<file path="config.mk">
export PLATFORM = sky130hd
export DESIGN_NAME = mmc_spi_engine
export DESIGN_NICKNAME = d
export VERILOG_FILES = /design/src/rtl/mmc_spi_pkg.sv /design/src/rtl/mmc_spi_engine_clkgen.sv /design/src/rtl/mmc_spi_engine.sv
export SDC_FILE = /design/constraint.sdc
export NUM_CORES = 1
export LEC_CHECK = 0
export ABC_AREA = 1
export BUFFER_PORTS_ARGS = -buffer_cell sky130_fd_sc_hd__buf_2
export CAP_MARGIN = 30
export CELL_PAD_IN_SITES_DETAIL_PLACEMENT = 0
export CELL_PAD_IN_SITES_GLOBAL_PLACEMENT = 1
export CORE_ASPECT_RATIO = 1.75
export CORE_MARGIN = 2
export CORE_UTILIZATION = 35
export CTS_CLUSTER_DIAMETER = 80
export DETAILED_ROUTE_END_ITERATION = 12
export GPL_ROUTABILITY_DRIVEN = 0
export PLACE_DENSITY = 0.67
export SYNTH_ARGS = -nofsm -noshare
export SYNTH_HDL_FRONTEND = slang
export SYNTH_SLANG_ARGS = --single-unit
</file>
<file path="constraint.sdc">
create_clock -name clk -period 2.2 [get_ports clk]
set_input_delay 0.33 -clock clk [delete_from_list [all_inputs] [get_ports clk]]
set_output_delay 0.33 -clock clk [all_outputs]
set_load 0.01 [all_outputs]
</file>
<file path="src/rtl/mmc_spi_pkg.sv">
// Shared constants for the MMC/SD SPI master engine.
// FSM encodings, fill byte and chip-select width helper.
package mmc_spi_pkg;

  localparam logic [2:0] ST_IDLE  = 3'd0;
  localparam logic [2:0] ST_SETUP = 3'd1;
  localparam logic [2:0] ST_LOAD  = 3'd2;
  localparam logic [2:0] ST_SHIFT = 3'd3;
  localparam logic [2:0] ST_END   = 3'd4;

  localparam logic [7:0] FILL_BYTE = 8'hFF;

  function automatic int CS_W(input int n);
    return (n > 1) ? $clog2(n) : 1;
  endfunction

endpackage

</file>
<file path="src/rtl/mmc_spi_engine_clkgen.sv">
// SPI half-period timer: one strobe every div+1 enabled cycles,
// alternating leading/trailing; restarts whenever enable drops.
module spi_clkgen #(
  parameter int DIV_W = 16
) (
  input  logic             clk,
  input  logic             reset,
  input  logic             en,
  input  logic [DIV_W-1:0] div,
  output logic             lead,
  output logic             trail
);

  logic [DIV_W-1:0] cnt;
  logic             phase;
  logic             tick;

  assign tick  = en && (cnt == div);
  assign lead  = tick && !phase;
  assign trail = tick && phase;

  always_ff @(posedge clk) begin
    if (reset || !en) begin
      cnt   <= '0;
      phase <= 1'b0;
    end else if (tick) begin
      cnt   <= '0;
      phase <= ~phase;
    end else begin
      cnt <= cnt + DIV_W'(1);
    end
  end

endmodule

</file>
<file path="src/rtl/mmc_spi_engine.sv">
// Multi-byte SPI master for SD/MMC cards: runtime divider,
// all four SPI modes, streamed tx/rx, optional CS hold.
module mmc_spi_engine
  import mmc_spi_pkg::*;
#(
  parameter int NCS   = 2,
  parameter int DIV_W = 16,
  parameter int LEN_W = 10
) (
  input  logic                  clk,
  input  logic                  reset,
  input  logic                  start,
  input  logic [LEN_W-1:0]      len,
  input  logic [DIV_W-1:0]      div,
  input  logic                  cpol,
  input  logic                  cpha,
  input  logic [CS_W(NCS)-1:0]  cs_sel,
  input  logic                  hold_cs,
  input  logic                  fill,
  input  logic [7:0]            tx_data,
  input  logic                  tx_valid,
  output logic                  tx_ready,
  output logic [7:0]            rx_data,
  output logic                  rx_valid,
  output logic                  busy,
  output logic                  done,
  output logic                  sclk,
  output logic                  mosi,
  input  logic                  miso,
  output logic [NCS-1:0]        cs_n
);

  logic [2:0]       state;
  logic [LEN_W-1:0] bytes_left;
  logic [DIV_W-1:0] div_r;
  logic             cpol_r;
  logic             cpha_r;
  logic             hold_r;
  logic             fill_r;
  logic [7:0]       tx_sh;
  logic [6:0]       rx_sh;
  logic [3:0]       edge_cnt;

  logic             clk_en;
  logic             lead;
  logic             trail;
  logic             shifting;
  logic             drive_edge;
  logic             sample_edge;
  logic             last_edge;
  logic             load_go;
  logic [7:0]       load_byte;
  logic [NCS-1:0]   cs_dec;

  assign busy     = (state != ST_IDLE);
  assign shifting = (state == ST_SHIFT);
  assign clk_en   = shifting || (state == ST_END);
  assign tx_ready = (state == ST_LOAD) && !fill_r && tx_valid;
  assign load_go  = (state == ST_LOAD) && (fill_r || tx_valid);
  assign load_byte = fill_r ? FILL_BYTE : tx_data;

  // Leading edge samples in CPHA=0 and drives in CPHA=1.
  assign sample_edge = shifting && (cpha_r ? trail : lead);
  assign drive_edge  = shifting && (cpha_r ? lead : trail);
  assign last_edge   = shifting && trail && (edge_cnt == 4'd15);

  always_comb begin
    cs_dec = '1;
    for (int i = 0; i < NCS; i++) begin
      if (int'(cs_sel) == i) cs_dec[i] = 1'b0;
    end
  end

  spi_clkgen #(
    .DIV_W (DIV_W)
  ) u_clkgen (
    .clk   (clk),
    .reset (reset),
    .en    (clk_en),
    .div   (div_r),
    .lead  (lead),
    .trail (trail)
  );

  always_ff @(posedge clk) begin
    if (reset) begin
      state      <= ST_IDLE;
      bytes_left <= '0;
      div_r      <= '0;
      cpol_r     <= 1'b0;
      cpha_r     <= 1'b0;
      hold_r     <= 1'b0;
      fill_r     <= 1'b0;
      tx_sh      <= '0;
      rx_sh      <= '0;
      edge_cnt   <= '0;
      rx_data    <= '0;
      rx_valid   <= 1'b0;
      done       <= 1'b0;
      sclk       <= 1'b0;
      mosi       <= 1'b1;
      cs_n       <= '1;
    end else begin
      done     <= 1'b0;
      rx_valid <= 1'b0;
      case (state)
        ST_IDLE: begin
          if (start) begin
            bytes_left <= len;
            div_r      <= div;
            cpol_r     <= cpol;
            cpha_r     <= cpha;
            hold_r     <= hold_cs;
            fill_r     <= fill;
            sclk       <= cpol;
            cs_n       <= cs_dec;
            state      <= ST_SETUP;
          end
        end
        ST_SETUP: begin
          state <= (bytes_left == '0) ? ST_END : ST_LOAD;
        end
        ST_LOAD: begin
          if (load_go) begin
            edge_cnt <= '0;
            state    <= ST_SHIFT;
            // CPHA=0 presents bit 7 a full half-period ahead.
            if (cpha_r) begin
              tx_sh <= load_byte;
            end else begin
              mosi  <= load_byte[7];
              tx_sh <= {load_byte[6:0], 1'b1};
            end
          end
        end
        ST_SHIFT: begin
          if (lead || trail) begin
            sclk     <= ~sclk;
            edge_cnt <= edge_cnt + 4'd1;
          end
          if (drive_edge) begin
            mosi  <= tx_sh[7];
            tx_sh <= {tx_sh[6:0], 1'b1};
          end
          if (sample_edge) begin
            rx_sh <= {rx_sh[5:0], miso};
            if (edge_cnt[3:1] == 3'd7) begin
              rx_data  <= {rx_sh, miso};
              rx_valid <= 1'b1;
            end
          end
          if (last_edge) begin
            bytes_left <= bytes_left - LEN_W'(1);
            state      <= (bytes_left == LEN_W'(1)) ? ST_END : ST_LOAD;
          end
        end
        ST_END: begin
          mosi <= 1'b1;
          sclk <= cpol_r;
          if (lead || trail) begin
            done  <= 1'b1;
            state <= ST_IDLE;
            if (!hold_r) cs_n <= '1;
          end
        end
        default: state <= ST_IDLE;
      endcase
    end
  end

endmodule

</file>
Yosys cells after proc, flatten, opt, wreduce, memory -nomap -nowiden
Index checks and enable logic that the tools add are counted.
- bits in registers: 83
- $add $sub $neg: 3
- eq/ne operators: 16
- muxes and demuxes: 35
- bitwise gates (word level): 5
- reduce and logical (&&, ||, !) cells: 38
- operators by type and width (cell ; number):
    two-way mux 8 bit ; 4
    two-way mux 10 bit ; 2
    case mux 10 bit (2 select lines) ; 1
    two-way mux 3 bit ; 6
    adder 16 x 1 -> 16 bit, second input constant ; 1
    == test 16 bit ; 1
    case mux 8 bit (2 select lines) ; 1
    case mux 3 bit (5 select lines) ; 1
    AND reduction 3 bit ; 5
    AND reduction 4 bit ; 3
    two-way mux 1 bit ; 11
    == test 10 x 1 -> 1 bit, second input constant ; 1
    logical AND 1 bit ; 10
    zero test 10 bit ; 1
    subtractor 10 x 1 -> 10 bit, second input constant ; 1
    nonzero test 3 bit ; 3
    two-way mux 4 bit ; 2
    != test 2 x 1 -> 1 bit, second input constant ; 4
    != test 2 bit, second input constant ; 4
    case mux 4 bit (2 select lines) ; 1
    == test 3 x 2 -> 1 bit, second input constant ; 2
    == test 3 bit, second input constant ; 2
    two-way mux 2 bit ; 3
    case mux 1 bit (3 select lines) ; 2
    other kinds (12) ; 25

Longest topological paths before layout
Gate-level depths: netlist (run 1).
- word-level depth: 8
- gate-level depth with buffers: 14
- depth with buffers taken out: 14

By module
A second synthesis (run 1) with hierarchy kept.
- cells, all modules: 659
- area, all modules: 4409.2 µm²
- by module, submodules not included (module ; times used ; cells each ; area each (µm²) ; sequential area each (µm²)):
    mmc_spi_engine ; 1 ; 469 ; 3228.1 ; 1321.3
    spi_clkgen ; 1 ; 190 ; 1181.1 ; 340.3

Least setup slack after synthesis (run 1)
Ideal clock, no wire load.
- path kind: register -> register
- start point: register u_clkgen.cnt[0]
- end point: register u_clkgen.cnt[10]
- data arrival time: 1.592 ns
- data required time: 2.085 ns
- slack: 0.493 ns
- stages on the path, launching flop included: 10
- period minus slack after synthesis: 1.707 ns
- path through: dfxtp_1 ha_1 nand2_1 nor2_1 inv_1 nor3_1 nand3_1 nor3_1 a21oi_1 o21a_1
- word-level cells in the longest chain between the ends: 3
- elaborated cells between the ends (all ways): 4
- classes of those cells: add/sub (1); eq/ne (1); reduce/logical (2)
- ends and longest elaborated chain (item ; line ; RTL):
    start, declared ; mmc_spi_engine_clkgen.sv:14 ; logic [DIV_W-1:0] cnt;
    start signal, assigned ; mmc_spi_engine_clkgen.sv:30 ; cnt <= cnt + DIV_W'(1);
    branches (longest 3 deep; another with adder 16 x 1 -> 16 bit) ; - ;
Several ways; the timed one is not identified.
A chain may end at the register's enable or synchronous reset.

Final worst setup path (run 1)
- start point: register u_clkgen.cnt[9]
- end point: register rx_data[0]
- word-level cells in the longest chain between the ends: 6
- elaborated cells between the ends (all ways): 7
- classes of those cells: eq/ne (1); mux (1); reduce/logical (5)
- ends and longest elaborated chain (item ; line ; RTL):
    == test 16 bit * ; mmc_spi_engine_clkgen.sv:18 ; assign tick = en && (cnt == div);
    logical AND 1 bit * ; mmc_spi_engine_clkgen.sv:18 ;
    logical AND 1 bit, on equally long branches ; mmc_spi_engine_clkgen.sv:19, mmc_spi_engine_clkgen.sv:20 ;
    two-way mux 1 bit * ; mmc_spi_engine.sv:63 ; assign sample_edge = shifting && (cpha_r ? trail : lead);
    logical AND 1 bit * ; mmc_spi_engine.sv:63 ;
    AND reduction 3 bit (no line) * ; - ;
    end signal, assigned ; mmc_spi_engine.sv:148 ; rx_data <= {rx_sh, miso};
    end, declared ; mmc_spi_engine.sv:23 ; output logic [7:0] rx_data,
Mark *: on every way between the ends. The rest lies on a longest branch, timed or not.

==> flow_summary.json, run 1 <==
{
  "status": "finished clean",
  "tns_ps": 0,
  "initial_core_util_pct": 35.5,
  "hold_depth": 3,
  "p_comb_share_pct": 34.9,
  "hold_viol_final": 0,
  "synth_top_cell_by_area": "dfxtp_1",
  "cts_inserted_buffers": 9,
  "crit_fanout": 5,
  "track_usage_pct": 18.4,
  "synth.avg_cell_area_um2": 6.63,
  "synthFlopType": "dfxtp_1",
  "r2r_cells": 11,
  "cts_tree": "done",
  "cap_viol_max_count": 0,
  "dp_hpwl_um": 8530,
  "worstSkewPairLatency_ps": 340,
  "num_io_pins": 60,
  "dr.pass1.iters": 4,
  "synth_edf_count": 0,
  "worst_setup_path_end_kind": "register",
  "die_x_um": 88.4,
  "drtAntennaViolNets": 0,
  "placed_cell_area_um2": 4850,
  "clock_skew_ps": 6.97,
  "drive_above_1_share_pct": 15.7,
  "async_flop_share_pct": 0,
  "syn_nets": 707,
  "worstPathArrival_ps": 2210,
  "synth_common_cells": "nand2_1, nor2_1, dfxtp_1, inv_1, a21oi_1",
  "grt_first_pass_wirelength_um": 19200,
  "cts_resized": 0,
  "routed-via-count": 4234,
  "numPortBuffers": 59,
  "drc": 0,
  "cts_buffer_depth": 2,
  "syn_inst": 658,
  "n_antenna_cell": 0,
  "drt_iter0_markers": 158,
  "ys_ff_latch": 83,
  "worst_pin_slew_ps": 440,
  "final_nets": 765,
  "grt_setup_unrepaired": "false",
  "leakagePower_nw": 2.29,
  "yosysSeqAreaShare_pct": 38.1,
  "maxSlewHeadroom_pct": 70.6,
  "yosysMostFrequentCell": "nand2_1",
  "finalSetupViolations": 0,
  "design_area_um2": 5200,
  "holdBufCountCts": 0,
  "grt-ovfl-total": 0,
  "min_path_type": "input port to register",
  "grt_max_degree": 57,
  "die_y_um": 152,
  "min_from": "div[11]",
  "r2r-start": "u_clkgen.cnt[9]$_SDFF_PP0_",
  "p_int_mw": 3.46,
  "powerDensity_nw_per_um2": 1060,
  "synth_top_area_share_pct": 38.1,
  "whs_ps": 219,
  "core_um2": 12300,
  "period_needed_ps": 1970,
  "wl_um": 11500,
  "p_seq_share_pct": 35.2,
  "synth_area_leaders": "dfxtp_1, nand2_1, nor2_1, inv_1, a21oi_1",
  "r2r-end": "rx_data[0]$_SDFFE_PP0P_",
  "area_growth_pct": 19.3,
  "post-cts-setup-buffers": 0,
  "grt_pass1_vias": 4109,
  "wl_per_cell_um": 13.0,
  "syn_area_um2": 4360,
  "sw_frac_of_total_pct": 37.5,
  "cts-root-buf": "clkbuf_16",
  "clock_sinks": 83,
  "crit_path_start_kind": "register",
  "vias_per_cell": 4.76,
  "rrSetupSlack_ps": 230,
  "pwr-share-clk_pct": 30.0,
  "final_util_pct": 42.3,
  "slew_viol_final": 0,
  "cts_max_level": 3,
  "p_sw_mw": 2.08,
  "num_rows": 54,
  "period_share_pct": 89.7,
  "path_clk_slew_ps": 70,
  "peakVddDrop_mv": 0.441,
  "ys_warn_count": 0,
  "dieArea_um2": 13400,
  "fmax_mhz": 507,
  "synth.distinct_cells": 40,
  "cp.required_ps": 2440,
  "hold_end": "div_r[11]$_SDFFE_PP0P_",
  "crit_type": "register to register",
  "antenna_found_initial": 0
}
through the flow:
stage | power (mW) | std cells | setup WS, ps
floorplan | 3.39 | 658 | 493
global placement | 3.90 | 873 | 217
detailed placement | 3.93 | 873 | 183
CTS | 5.61 | 889 | 168
global route | 5.97 | 889 | 3.58
finish | 5.53 | 889 | 227
area by class of cell:
cell class                      count  area, um^2
Sequential cell                    83        1660
Inverter                           86         323
Tap cell                          168         210
Clock inverter                      7         100
Fill cell                        1367        7090
Clock buffer                        9         225
Timing Repair Buffer               70         390
Multi-Input combinational cell    466        2290
cell usage in the layout, fill, tap and decap left out, types with 3 or more instances in the layout:
| cell | count |
|---|---|
| xor2_1 | 7 |
| clkinvlp_4 | 3 |
| xnor2_1 | 4 |
| nor2_1 | 88 |
| dfxtp_1 | 83 |
| o21ai_0 | 45 |
| nand2_1 | 143 |
| nor3_1 | 7 |
| nand2_4 | 3 |
| inv_1 | 80 |
| o211ai_1 | 8 |
| o31ai_1 | 3 |
| nor4_1 | 3 |
| clkbuf_16 | 9 |
| a21oi_1 | 56 |
| nand3_1 | 50 |
| buf_2 | 59 |
| nand2_2 | 4 |
| nand3_2 | 3 |
| inv_2 | 6 |
| ha_1 | 5 |
| nand4_1 | 13 |
| nor3b_1 | 3 |
| buf_4 | 10 |
worst max-delay path: stages, from the launching register on:
cell     delay, ps
dfxtp_1        400
inv_1          110
nand2_1         70
nand2_1         80
nor2_1         120
nand2_1         70
nor2_1         190
nand4_1        170
a21oi_1        380
nand4_1        150
nand2_1        100
nor2_1          40
routing by layer:
layer	wire length, um	GRT usage [%]	vias to the layer above
li1	-	-	2243
met5	0	0	-
met3	231	2.28	11
met4	150	6.36	0
met1	4860	20.3	1935
met2	6300	34.9	45
how the worst max path moves through the flow:
stage                                start                           to  slack [ps]  cells after the start
2_1_floorplan   u_clkgen.cnt[0]$_SDFF_PP0_  u_clkgen.cnt[10]$_SDFF_PP0_         490                      9
3_3_place_gp   u_clkgen.cnt[13]$_SDFF_PP0_      rx_data[2]$_SDFFE_PP0P_         220                     11
3_5_place_dp    u_clkgen.cnt[0]$_SDFF_PP0_  u_clkgen.cnt[10]$_SDFF_PP0_         180                      9
4_1_cts         u_clkgen.cnt[0]$_SDFF_PP0_  u_clkgen.cnt[10]$_SDFF_PP0_         170                      9
5_1_grt        u_clkgen.cnt[13]$_SDFF_PP0_      rx_data[1]$_SDFFE_PP0P_           4                     11
6_report        u_clkgen.cnt[9]$_SDFF_PP0_      rx_data[0]$_SDFFE_PP0P_         230                     11
state kept, by name, indices dropped and copies added (netlist names):
name / cells
state: 3
bytes_left: 10
rx_valid: 1
cpha_r: 1
done: 1
u_clkgen.cnt: 16
rx_sh: 7
sclk: 1
cpol_r: 1
tx_sh: 8
div_r: 16
hold_r: 1
rx_data: 8
cs_n: 2
mosi: 1
u_clkgen.phase: 1
edge_cnt: 4
fill_r: 1
logic make-up after synthesis:
group | Yosys count | synth area share (%)
flops | 83 | 38.1
xor+xnor | 11 | 2.21
compound gates | 120 | 14.7
mux | 1 | 0.230
simple gates | 329 | 33.4
buf+inv | 109 | 9.87
fa+ha+maj | 5 | 1.43
power by group through the flow:
| stage | logic, mW | clock network (mW) | registers (mW) |
|---|---|---|---|
| after detailed placement | 1.95 | 0 | 1.98 |
| after global placement | 1.93 | 0 | 1.97 |
| after floorplan | 1.45 | 0 | 1.94 |
| after global routing | 2.24 | 1.75 | 1.98 |
| final | 1.93 | 1.66 | 1.95 |
| after CTS | 1.96 | 1.70 | 1.95 |
No activity file was read; power rests on OpenSTA's default activity.
==> run 2, diff against run 1 <==
--- a/config.mk
+++ b/config.mk
@@ -16,7 +16,7 @@
 export CTS_CLUSTER_DIAMETER = 80
 export DETAILED_ROUTE_END_ITERATION = 12
 export GPL_ROUTABILITY_DRIVEN = 0
-export PLACE_DENSITY = 0.67
+export PLACE_DENSITY = 0.7
 export SYNTH_ARGS = -nofsm -noshare
 export SYNTH_HDL_FRONTEND = slang
 export SYNTH_SLANG_ARGS = --single-unit
==> constraint.sdc (replaced) <==
create_clock -name clk -period 1.7 [get_ports clk]
set_input_delay 0.255 -clock clk [delete_from_list [all_inputs] [get_ports clk]]
set_output_delay 0.255 -clock clk [all_outputs]
set_load 0.01 [all_outputs]
==> run 2 against run 1 <==
Compared with the run above:
- the run now ends with setup timing left
- critical path type unchanged
- non-clock buffer count grew 76
- core utilization rose by 9.0 points
- critical path depth did not move
==> flow_summary.json, run 2 (synthesis results as in run 1) <==
{
  "core_um2": 12300,
  "violations": "setup timing",
  "wl_met1_um": 5130,
  "drive_above_1_share_pct": 38.3,
  "cp_common_cell": "nor3_4",
  "cts_inserted_buffers": 9,
  "wl_met2_um": 6910,
  "vias_per_cell": 4.78,
  "crit_fanout": 3,
  "p_comb_share_pct": 42.5,
  "hold_viol_final": 0,
  "wl_um": 12500,
  "sw_frac_of_total_pct": 38.3,
  "period_needed_ps": 1820,
  "grt_setup_unrepaired": "true",
  "dr.pass1.iters": 4,
  "worst_pin_slew_ps": 433,
  "track_usage_pct": 18.6,
  "worstPathArrival_ps": 2050,
  "maxSlewHeadroom_pct": 71.1,
  "finalWorstSetupSlack_ps": -123,
  "final_cell_mix": "nand2_1, buf_4, nor2_1",
  "powerDensity_nw_per_um2": 1260,
  "cts_tree": "done",
  "status": "finished with violations",
  "pwr-share-clk_pct": 25.7,
  "critical_path.cell_chain": "ha_4 > nand2_4 > nor2_4 > inv_2 > nor3_4 > nand3_2 > buf_6 > nor3_4 > buf_4 > a21oi_2 > o21a_1",
  "layout_commonest_cell": "nand2_1",
  "fillers": 1268,
  "clock_skew_ps": 7.54,
  "period_share_pct": 107,
  "route.met3.wl_um": 288,
  "p_sw_mw": 3.05,
  "reg.largest.list": "div_r: 16 flops, u_clkgen.cnt: 16 flops, bytes_left: 10 flops",
  "area_growth_pct": 44.8,
  "path_clk_slew_ps": 70,
  "final_util_pct": 51.4,
  "crit_type": "register to register",
  "num_io_pins": 60,
  "worstSkewPairLatency_ps": 340,
  "cts-root-buf": "clkbuf_16",
  "dp_hpwl_um": 8930,
  "antenna_found_initial": 0,
  "path_buf_inv": 3,
  "min_path_type": "input port to register",
  "crit_family": "simple AND/OR/NAND/NOR gates",
  "cpMaxStageDelayCell": "dfxtp_4",
  "slew_viol_final": 0,
  "cts_max_level": 3,
  "drt_iter0_markers": 184,
  "clock_sinks": 83,
  "grt_max_degree": 43,
  "drc": 0,
  "grt_pass1_vias": 4346,
  "leakagePower_nw": 2.85,
  "p_seq_share_pct": 31.8,
  "initial_core_util_pct": 35.5,
  "cts_buffer_depth": 2,
  "peakVddDrop_mv": 0.514,
  "maxUsedRoutingLayer": "met4",
  "worst_setup_path_end_kind": "register",
  "die_y_um": 152,
  "fmax_mhz": 548,
  "holdBufCountCts": 0,
  "n_antenna_cell": 0,
  "die_x_um": 88.4,
  "grt_first_pass_wirelength_um": 19400,
  "dieArea_um2": 13400,
  "p_int_mw": 4.91,
  "numPortBuffers": 59,
  "num_rows": 54,
  "wl_per_cell_um": 13.0,
  "finalSetupViolations": 34,
  "drtAntennaViolNets": 0,
  "crit_path_start_kind": "register",
  "final_nets": 841,
  "routed-via-count": 4612,
  "tns_ps": -1280,
  "max_stage_delay_ps": 380,
  "cap_viol_max_count": 0,
  "grt-ovfl-total": 0,
  "cp.required_ps": 1930
}
run 2: tightest hold or removal path: cells and delay by family:
kind / cells / cell delay (ps)
and+or+nand+nor: 2 / 120
buffers and inverters: 1 / 80
run 2: metrics by stage:
| stage | area, um^2 | worst slack [ps] | power (mW) | hold WS (ps) | cells |
|---|---|---|---|---|---|
| after global routing | 6310 | -227 | 8.51 | 153 | 965 |
| after detailed placement | 5360 | -190 | 5.44 | 447 | 933 |
| after floorplan | 4370 | 0.0978 | 4.39 | 324 | 658 |
| after global placement | 5360 | -118 | 5.39 | 443 | 933 |
| final | 6310 | -123 | 7.96 | 149 | 965 |
| after CTS | 5850 | -90.0 | 7.66 | 143 | 953 |
run 2: repair_timing:
item / 4_1_cts / 5_1_grt
setup buffers: 4 / 14
endpoints found under the hold margin: 0 / 0
gates resized for setup: 61 / 105
setup endpoints to repair: 62 / 82
pin swaps: 29 / 57
gates cloned: 0 / 1
run 2: routing by layer:
layer	track usage, %	up-vias
li1	-	2401
met1	19.8	2128
met2	36.0	68
met3	2.55	15
met4	6.36	0
met5	0	-
run 2: cell type report:
| cell class | instances | area, um^2 | area share [%] |
|---|---|---|---|
| clock buffer | 11 | 253 | 4.00 |
| clock inverter | 5 | 58.8 | 0.931 |
| inverter | 86 | 325 | 5.15 |
| multi-input combinational | 466 | 2720 | 43.1 |
| sequential | 83 | 1700 | 26.9 |
| tap | 168 | 210 | 3.33 |
| timing repair buffer | 146 | 1050 | 16.6 |
run 2: path summary, 6_finish.rpt:
path,cells past startpoint,startpoint,slack (ps),endpoint
worst min-delay path,3,div[3],150,div_r[3]$_SDFFE_PP0P_
worst max register to register,11,u_clkgen.cnt[1]$_SDFF_PP0_,-120,u_clkgen.cnt[10]$_SDFF_PP0_
worst max-delay path,11,u_clkgen.cnt[1]$_SDFF_PP0_,-120,u_clkgen.cnt[10]$_SDFF_PP0_
worst min register to register,2,cs_n[1]$_SDFFE_PP1P_,450,cs_n[1]$_SDFFE_PP1P_
run 2: power by group through the flow:
stage | sequential [mW] | combinational (mW) | clock [mW]
after floorplan | 2.51 | 1.88 | 0
after global routing | 2.57 | 3.78 | 2.17
final | 2.53 | 3.38 | 2.05
after CTS | 2.51 | 3.06 | 2.09
after detailed placement | 2.53 | 2.91 | 0
after global placement | 2.52 | 2.87 | 0
